$ cat src/rtl/period_meter_pkg.sv
// period_meter_pkg: shared definitions for the period meter.
//   - state_t     : FSM state encoding (IDLE, MEASURE, TIMEOUT)
//   - DEF_CNT_W   : default counter/result width
//   - DEF_MAX_CNT : default longest accepted period, in clk cycles
package period_meter_pkg;

    localparam int unsigned DEF_CNT_W   = 20;
    localparam int unsigned DEF_MAX_CNT = 1048575;

    typedef enum logic [1:0] {
        IDLE    = 2'd0,
        MEASURE = 2'd1,
        TIMEOUT = 2'd2
    } state_t;

endpackage

$ cat src/rtl/sync_edge_detect.sv
// sync_edge_detect: brings an asynchronous level into the clk domain and
// flags its edges.
//   clk   : system clock, rising edge
//   reset : asynchronous active-low reset
//   din   : asynchronous input level
//   rise  : one-cycle pulse after a synchronized 0->1 transition
//   fall  : one-cycle pulse after a synchronized 1->0 transition
//   level : synchronized level (output of the second flop)
module sync_edge_detect (
    input  logic clk,
    input  logic reset,
    input  logic din,
    output logic rise,
    output logic fall,
    output logic level
);

    logic s1_q, s2_q, s3_q;
    logic rise_q, fall_q;

    // s1/s2 form the metastability filter; s3 delays s2 by one cycle for
    // edge detection. The edge pulses are registered so downstream logic
    // sees clean flop outputs.
    always_ff @(posedge clk or negedge reset) begin
        if (!reset) begin
            s1_q   <= 1'b0;
            s2_q   <= 1'b0;
            s3_q   <= 1'b0;
            rise_q <= 1'b0;
            fall_q <= 1'b0;
        end else begin
            s1_q   <= din;
            s2_q   <= s1_q;
            s3_q   <= s2_q;
            rise_q <= s2_q & ~s3_q;
            fall_q <= ~s2_q & s3_q;
        end
    end

    assign rise  = rise_q;
    assign fall  = fall_q;
    assign level = s2_q;

endmodule

$ cat src/rtl/period_meter.sv
// period_meter: measures period and high time of a slow asynchronous
// square wave in clk cycles.
//   clk       : system clock, rising edge
//   reset     : asynchronous active-low reset
//   s_in      : asynchronous slow square wave
//   period    : clk cycles between the last two s_in rising edges
//   high_time : clk cycles s_in was high within that period
//   valid     : one-cycle pulse when period/high_time update
//   timeout   : level, no rising edge within MAX_CNT cycles
//   locked    : level, a valid measurement since reset or timeout
module period_meter
    import period_meter_pkg::*;
#(
    parameter int unsigned CNT_W   = DEF_CNT_W,
    parameter int unsigned MAX_CNT = DEF_MAX_CNT
) (
    input  logic             clk,
    input  logic             reset,
    input  logic             s_in,
    output logic [CNT_W-1:0] period,
    output logic [CNT_W-1:0] high_time,
    output logic             valid,
    output logic             timeout,
    output logic             locked
);

    localparam logic [CNT_W-1:0] CNT_ONE  = CNT_W'(1);
    localparam logic [CNT_W-1:0] CNT_LAST = CNT_W'(MAX_CNT - 1);

    logic rise, fall, level_unused;

    sync_edge_detect u_sync (
        .clk   (clk),
        .reset (reset),
        .din   (s_in),
        .rise  (rise),
        .fall  (fall),
        .level (level_unused)
    );

    state_t           state_q, state_d;
    logic [CNT_W-1:0] cnt_q, cnt_d;
    logic [CNT_W-1:0] hi_pend_q, hi_pend_d;
    logic [CNT_W-1:0] period_q, period_d;
    logic [CNT_W-1:0] high_q, high_d;
    logic             valid_q, valid_d;
    logic             timeout_q, timeout_d;
    logic             locked_q, locked_d;

    always_ff @(posedge clk or negedge reset) begin
        if (!reset) begin
            state_q   <= IDLE;
            cnt_q     <= '0;
            hi_pend_q <= '0;
            period_q  <= '0;
            high_q    <= '0;
            valid_q   <= 1'b0;
            timeout_q <= 1'b0;
            locked_q  <= 1'b0;
        end else begin
            state_q   <= state_d;
            cnt_q     <= cnt_d;
            hi_pend_q <= hi_pend_d;
            period_q  <= period_d;
            high_q    <= high_d;
            valid_q   <= valid_d;
            timeout_q <= timeout_d;
            locked_q  <= locked_d;
        end
    end

    always_comb begin
        state_d   = state_q;
        cnt_d     = cnt_q;
        hi_pend_d = hi_pend_q;
        period_d  = period_q;
        high_d    = high_q;
        valid_d   = 1'b0;
        timeout_d = timeout_q;
        locked_d  = locked_q;

        // cnt counts from 0 after the rise, so the fall edge closes a high
        // phase of cnt+1 cycles.
        if (fall) begin
            hi_pend_d = cnt_q + CNT_ONE;
        end

        unique case (state_q)
            IDLE: begin
                // First edge only starts the count; there is no prior edge
                // to measure against.
                if (rise) begin
                    state_d   = MEASURE;
                    cnt_d     = '0;
                    hi_pend_d = '0;
                end
            end
            MEASURE: begin
                // Rise takes priority so a period of exactly MAX_CNT is
                // still a valid measurement.
                if (rise) begin
                    period_d  = cnt_q + CNT_ONE;
                    high_d    = hi_pend_q;
                    valid_d   = 1'b1;
                    locked_d  = 1'b1;
                    cnt_d     = '0;
                    hi_pend_d = '0;
                end else if (cnt_q == CNT_LAST) begin
                    state_d   = TIMEOUT;
                    timeout_d = 1'b1;
                    locked_d  = 1'b0;
                    period_d  = '0;
                    high_d    = '0;
                    hi_pend_d = '0;
                end else begin
                    cnt_d = cnt_q + CNT_ONE;
                end
            end
            TIMEOUT: begin
                // cnt holds here; a rise only re-arms the measurement.
                if (rise) begin
                    state_d   = MEASURE;
                    timeout_d = 1'b0;
                    cnt_d     = '0;
                    hi_pend_d = '0;
                end
            end
            default: begin
                state_d = IDLE;
            end
        endcase
    end

    assign period    = period_q;
    assign high_time = high_q;
    assign valid     = valid_q;
    assign timeout   = timeout_q;
    assign locked    = locked_q;

endmodule

$ cat config.mk
export PLATFORM = sky130hd
export DESIGN_NAME = period_meter
export DESIGN_NICKNAME = d
export VERILOG_FILES = /design/src/rtl/period_meter_pkg.sv /design/src/rtl/sync_edge_detect.sv /design/src/rtl/period_meter.sv
export SDC_FILE = /design/constraint.sdc
export NUM_CORES = 1
export LEC_CHECK = 0
export ABC_AREA = 1
export BUFFER_PORTS_ARGS = -buffer_cell sky130_fd_sc_hd__buf_2
export CAP_MARGIN = 15
export CORE_UTILIZATION = 45
export CTS_CLUSTER_SIZE = 25
export DETAILED_ROUTE_END_ITERATION = 10
export GPL_TIMING_DRIVEN = 0
export PLACE_DENSITY = 0.74
export SLEW_MARGIN = 40
export SYNTH_ARGS = -nofsm -noshare
export SYNTH_HDL_FRONTEND = slang
export SYNTH_SLANG_ARGS = --single-unit
$ cat constraint.sdc
create_clock -name clk -period 2 [get_ports clk]
set_input_delay 0.4 -clock clk [delete_from_list [all_inputs] [get_ports clk]]
set_output_delay 0.4 -clock clk [all_outputs]
set_load 0.01 [all_outputs]
==> reports/qor.yml, run 1 <==
hold_class: "in -> reg"
worstMarginPinSlew_ps: 574
cts_made_buffers: 9
drt_iter0_drc: 161
dp_cells: 625
post-route-period-util_pct: 94.3
antenna_left: 0
status: "complete, no violations"
multi_input_area_um2: 1460
netlist_top_cells_area: "dfrtp_1, nand2_1, o21ai_1"
ys_warn_count: 0
h-tree-depth: 3
synth_edf_count: 0
drt-total-wl_mm: 8.95
ys_top_cells_by_count: "nand2_1, dfrtp_1, o21ai_1, nor2_1, inv_1"
gp_congestion: 0.877
setup_viol: 0
core_um2: 8380
pre_cts_ws_ps: 151
drtPass1Iterations: 4
grt_pass1_vias: 2989
critPathKind: "reg -> reg"
setup_ws_ps: 113
avgSynthCellArea_um2: 8.38
die_h_um: 96.0
ys_seq_area_share_pct: 56.7
n_antenna_cell: 0
antenna_found_initial: 0
cts_root_buf: "clkbuf_8"
synth_cell_types: 25
cp_max_fo: 10
vias: 3185
netlist_area_um2: 3970
place_hpwl_mm: 6.44
fin_hold_ws_ps: 150
final_cells: 642
grt_overflow_total: 0
wl_per_cell_um: 13.9
irDropWorstVdd_uv: 437
ios: 46
cts_tree: "yes"
yosysTopAreaCellShare_pct: 56.7
grt_pass1_wl_mm: 14.6
yosysTopAreaCell: "dfrtp_1"
required_ps: 2240
cts_sinks: 90
p_per_area_nw_per_um2: 900
floorplan.initialDensity_pct: 47.4
rows: 33
yosysMostFrequentCell: "nand2_1"
clock_latency_ps: 360
groute.usage.overall_pct: 21.4
fmax_mhz: 530
yosys_register_bits: 90
startpoint_type: "flip-flop"
syn-num-nets: 479
clk_path_buf_depth: 2
area_growth_pct: 15.0
drc_errors: 0
async_flop_share_pct: 100
slew_violations: 0
clk_pin_slew_ps: 90
min_period_ps: 1890
worst_ep_arrival_time_ps: 2120
seq_area_um2: 2250
via_per_inst: 4.96
synth-main-ff-cell: "dfrtp_1"
drv_cap: 0
fin_skew_ps: 9.06
utilization_pct: 54.5
grt_max_degree: 50
rsz0062_at_grt: "false"
endpoint_kind: "flip-flop"
max_slew_margin_pct: 61.7
synthCells: 474
portBuffers: 45
n_fill_cell: 808
hold_viol_final: 0
nets: 537
die_area_um2: 9210
power_mw: 4.11
die_w_um: 96.0
power_leakage_nw: 2.31
layout-drive-gt1-share_pct: 16.6
critical path: stages (launching register included):
cell	delay [ps]
dfrtp_1	450
inv_1	140
ha_1	180
nand2_1	60
nor2_1	80
nand2_1	90
nor2_4	100
nand2_1	90
nand3_2	180
buf_2	300
o21ai_1	100
logic make-up (layout without fill, tap and decap cells):
group	after synthesis	count (layout)	share of synthesized area, %
DFF	90	90	56.7
and+or+nand+nor	250	250	26.3
AOI/OAI and AO/OA	68	68	8.69
xor gates and xnor gates	5	5	1.10
adders and majority gates	2	2	0.630
buffers and inverters	59	122	6.55
layout make-up:
| cell class | instances | share of cell area, % |
|---|---|---|
| plain buffers | 16 | 2.16 |
| clock buffers | 12 | 3.18 |
| clock inverters | 4 | 1.12 |
| inverters | 43 | 3.53 |
| multi-input cells | 325 | 32.0 |
| flip-flops and latches | 90 | 49.3 |
| well taps | 105 | 2.88 |
| repair buffers | 47 | 5.89 |
layer usage:
| layer | part of all wire, % | up-vias | GRT usage, % |
|---|---|---|---|
| li1 | - | 1602 | - |
| met3 | 3.0 | 11 | 4.03 |
| met4 | 1.4 | 0 | 5.97 |
| met2 | 48 | 53 | 35.1 |
| met5 | 0 | - | 0 |
| met1 | 48 | 1519 | 29.1 |
report_power, final:
part | leakage (nW) | internal (mW) | total [mW] | switching, mW
sequential | 1.19 | 2.03 | 2.15 | 0.120
clock | 0.0966 | 0.613 | 1.23 | 0.619
combinational | 1.03 | 0.268 | 0.731 | 0.463
total | 2.31 | 2.91 | 4.11 | 1.20
through the flow:
step | area [um2] | setup TNS (ps)
2_1_floorplan | 3970 | 0
3_3_place_gp | 4330 | -21650
3_5_place_dp | 4360 | 0
4_1_cts | 4570 | 0
5_1_grt | 4570 | 0
6_report | 4570 | 0
sequential cells by signal, indices dropped and copies added, names as in the netlist, 2 cells and up:
signal,count
cnt_q,20
hi_pend_q,20
high_time,20
period,20
state_q,2
what timing repair did:
item                       in CTS  in global routing
setup buffers                   0                  0
hold buffers                    1                  0
gates resized for setup         0                  0
hold endpoints to repair       41                  0
setup endpoints to repair       0                  0
layout by cell type, fill, tap and decap left out, types with 5 or more instances in the layout:
cell type    n
a21oi_1      5
buf_2       48
buf_6        5
clkbuf_1     9
clkbuf_8    10
dfrtp_1     90
inv_1       37
inv_2        6
nand2_1    174
nand3_1     10
nand4_1      7
nor2_1      40
o21ai_0     18
o21ai_1     43
path summary, 6_finish.rpt:
| path | cells after the start | start | slack (ps) | to |
|---|---|---|---|---|
| min in group asynchronous | 2 | reset | 510 | high_time[5]$_DFFE_PN0P_ |
| worst max-delay path | 10 | cnt_q[0]$_DFFE_PN0P_ | 110 | cnt_q[6]$_DFFE_PN0P_ |
| worst max register to register | 10 | cnt_q[0]$_DFFE_PN0P_ | 110 | cnt_q[6]$_DFFE_PN0P_ |
| worst min register to register | 0 | u_sync.s1_q$_DFF_PN0_ | 360 | u_sync.level$_DFF_PN0_ |
| worst min-delay path | 1 | s_in | 150 | u_sync.s1_q$_DFF_PN0_ |
| max in group asynchronous | 3 | reset | 920 | cnt_q[16]$_DFFE_PN0P_ |
No activity file was read; power rests on OpenSTA's default activity.
==> run 2: changes to the inputs <==
Settings changed: CORE_UTILIZATION 45 to 58, PLACE_DENSITY 0.74 to 0.89.
==> reports/qor.yml, run 2 (synthesis gave the netlist of run 1 again) <==
rsz0062_at_grt: "false"
worst_ep_arrival_time_ps: 2080
path_delay_family: "simple AND/OR/NAND/NOR gates"
critPathKind: "reg -> reg"
grt_max_degree: 60
drt_iter0_drc: 268
drtPass1Iterations: 9
die_h_um: 84.8
max_slew_margin_pct: 60.9
n_fill_cell: 546
final_cell_mix: "nand2_1, dfrtp_1, buf_2"
n_antenna_cell: 0
irDropWorstVdd_uv: 648
h-tree-depth: 3
cts_tree: "yes"
core_um2: 6490
drv_cap: 0
required_ps: 2250
grt_pass1_wl_mm: 14.6
grt_overflow_total: 0
status: "complete, but fails checks"
hold_class: "in -> reg"
fin_skew_ps: 14.5
place_hpwl_mm: 6.31
floorplan.initialDensity_pct: 61.2
die_area_um2: 7180
die_w_um: 84.8
grt_pass1_vias: 3032
layout-drive-gt1-share_pct: 17.1
final_cells: 614
fmax_mhz: 546
via_per_inst: 5.33
power_leakage_nw: 2.30
crit_top_cell: "nor2_1"
startpoint_type: "flip-flop"
layout.cells.most_common: "nand2_1"
cts_root_buf: "clkbuf_8"
drt-total-wl_mm: 8.81
drc_errors: 1
slowest_delay_ps: 460
violations: "design-rule violations"
antenna_found_initial: 0
ios: 46
slew_violations: 0
slowest_stage: "dfrtp_1"
setup_ws_ps: 169
nets: 537
dp_cells: 597
area_growth_pct: 13.7
clk_pin_slew_ps: 90
cts_made_buffers: 9
hold_viol_final: 0
gp_congestion: 0.890
cp_max_fo: 5
path_cells: "ha_1, inv_1, nor2_1, nand3_1, o21ai_0, nand2_1, nor2_1, nor2_1"
cp_num_buf_inv: 1
rows: 29
p_per_area_nw_per_um2: 891
groute.usage.overall_pct: 26.4
wl_per_cell_um: 14.4
clock_latency_ps: 360
portBuffers: 45
vias: 3270
min_period_ps: 1830
cts_sinks: 90
post-route-period-util_pct: 91.6
endpoint_kind: "flip-flop"
clk_path_buf_depth: 2
worstMarginPinSlew_ps: 586
setup_viol: 0
finalSetupTns_ps: 0
pre_cts_ws_ps: 161
antenna_left: 0
-- run 2: final timing paths --
| check | start | to | slack [ps] | depth (start not counted) |
|---|---|---|---|---|
| min reg2reg | u_sync.s1_q$_DFF_PN0_ | u_sync.level$_DFF_PN0_ | 360 | 0 |
| min | s_in | u_sync.s1_q$_DFF_PN0_ | 150 | 1 |
| max in group asynchronous | reset | cnt_q[2]$_DFFE_PN0P_ | 940 | 3 |
| min in group asynchronous | reset | hi_pend_q[13]$_DFF_PN0_ | 490 | 2 |
| max | cnt_q[0]$_DFFE_PN0P_ | hi_pend_q[18]$_DFF_PN0_ | 170 | 8 |
| max reg2reg | cnt_q[0]$_DFFE_PN0P_ | hi_pend_q[18]$_DFF_PN0_ | 170 | 8 |
-- run 2: cell type report --
type | instances | area [um2] | area share, %
multi-input cells | 325 | 1460 | 32.3
well taps | 77 | 96.3 | 2.13
plain buffers | 16 | 101 | 2.24
flip-flops and latches | 90 | 2250 | 49.9
inverters | 43 | 161 | 3.57
clock inverters | 7 | 51.3 | 1.14
clock buffers | 9 | 124 | 2.74
repair buffers | 47 | 269 | 5.96
-- run 2: power by group --
part | internal (mW) | total (mW) | switching [mW]
clock network | 0.458 | 1.14 | 0.678
registers | 2.03 | 2.15 | 0.120
logic | 0.270 | 0.738 | 0.468
total | 2.76 | 4.02 | 1.27
-- run 2: per-stage QoR --
stage	utilization, %	hold WS (ps)	area, um2	power, mW
after detailed placement	66.6	304	4330	2.92
final	69.5	146	4520	4.02
after global placement	66.1	336	4290	2.88
after global routing	69.5	132	4520	4.22
after floorplan	-	104	3970	2.61
after CTS	69.5	143	4510	4.03
-- run 2: per-layer routing --
metal  track usage [%]  part of all wire [%]  up-vias
li1                  -                     -     1601
met1              37.5                    45     1537
met2              42.1                    48      116
met3              3.83                   5.5       16
met4              9.09                   1.4        0
met5                 0                     0        -
-- run 2: what timing repair did --
action	4_1_cts	5_1_grt
hold buffers	1	0
hold endpoints to repair	31	0
setup buffers	0	0
resized for setup	0	2
setup endpoints to repair	0	40
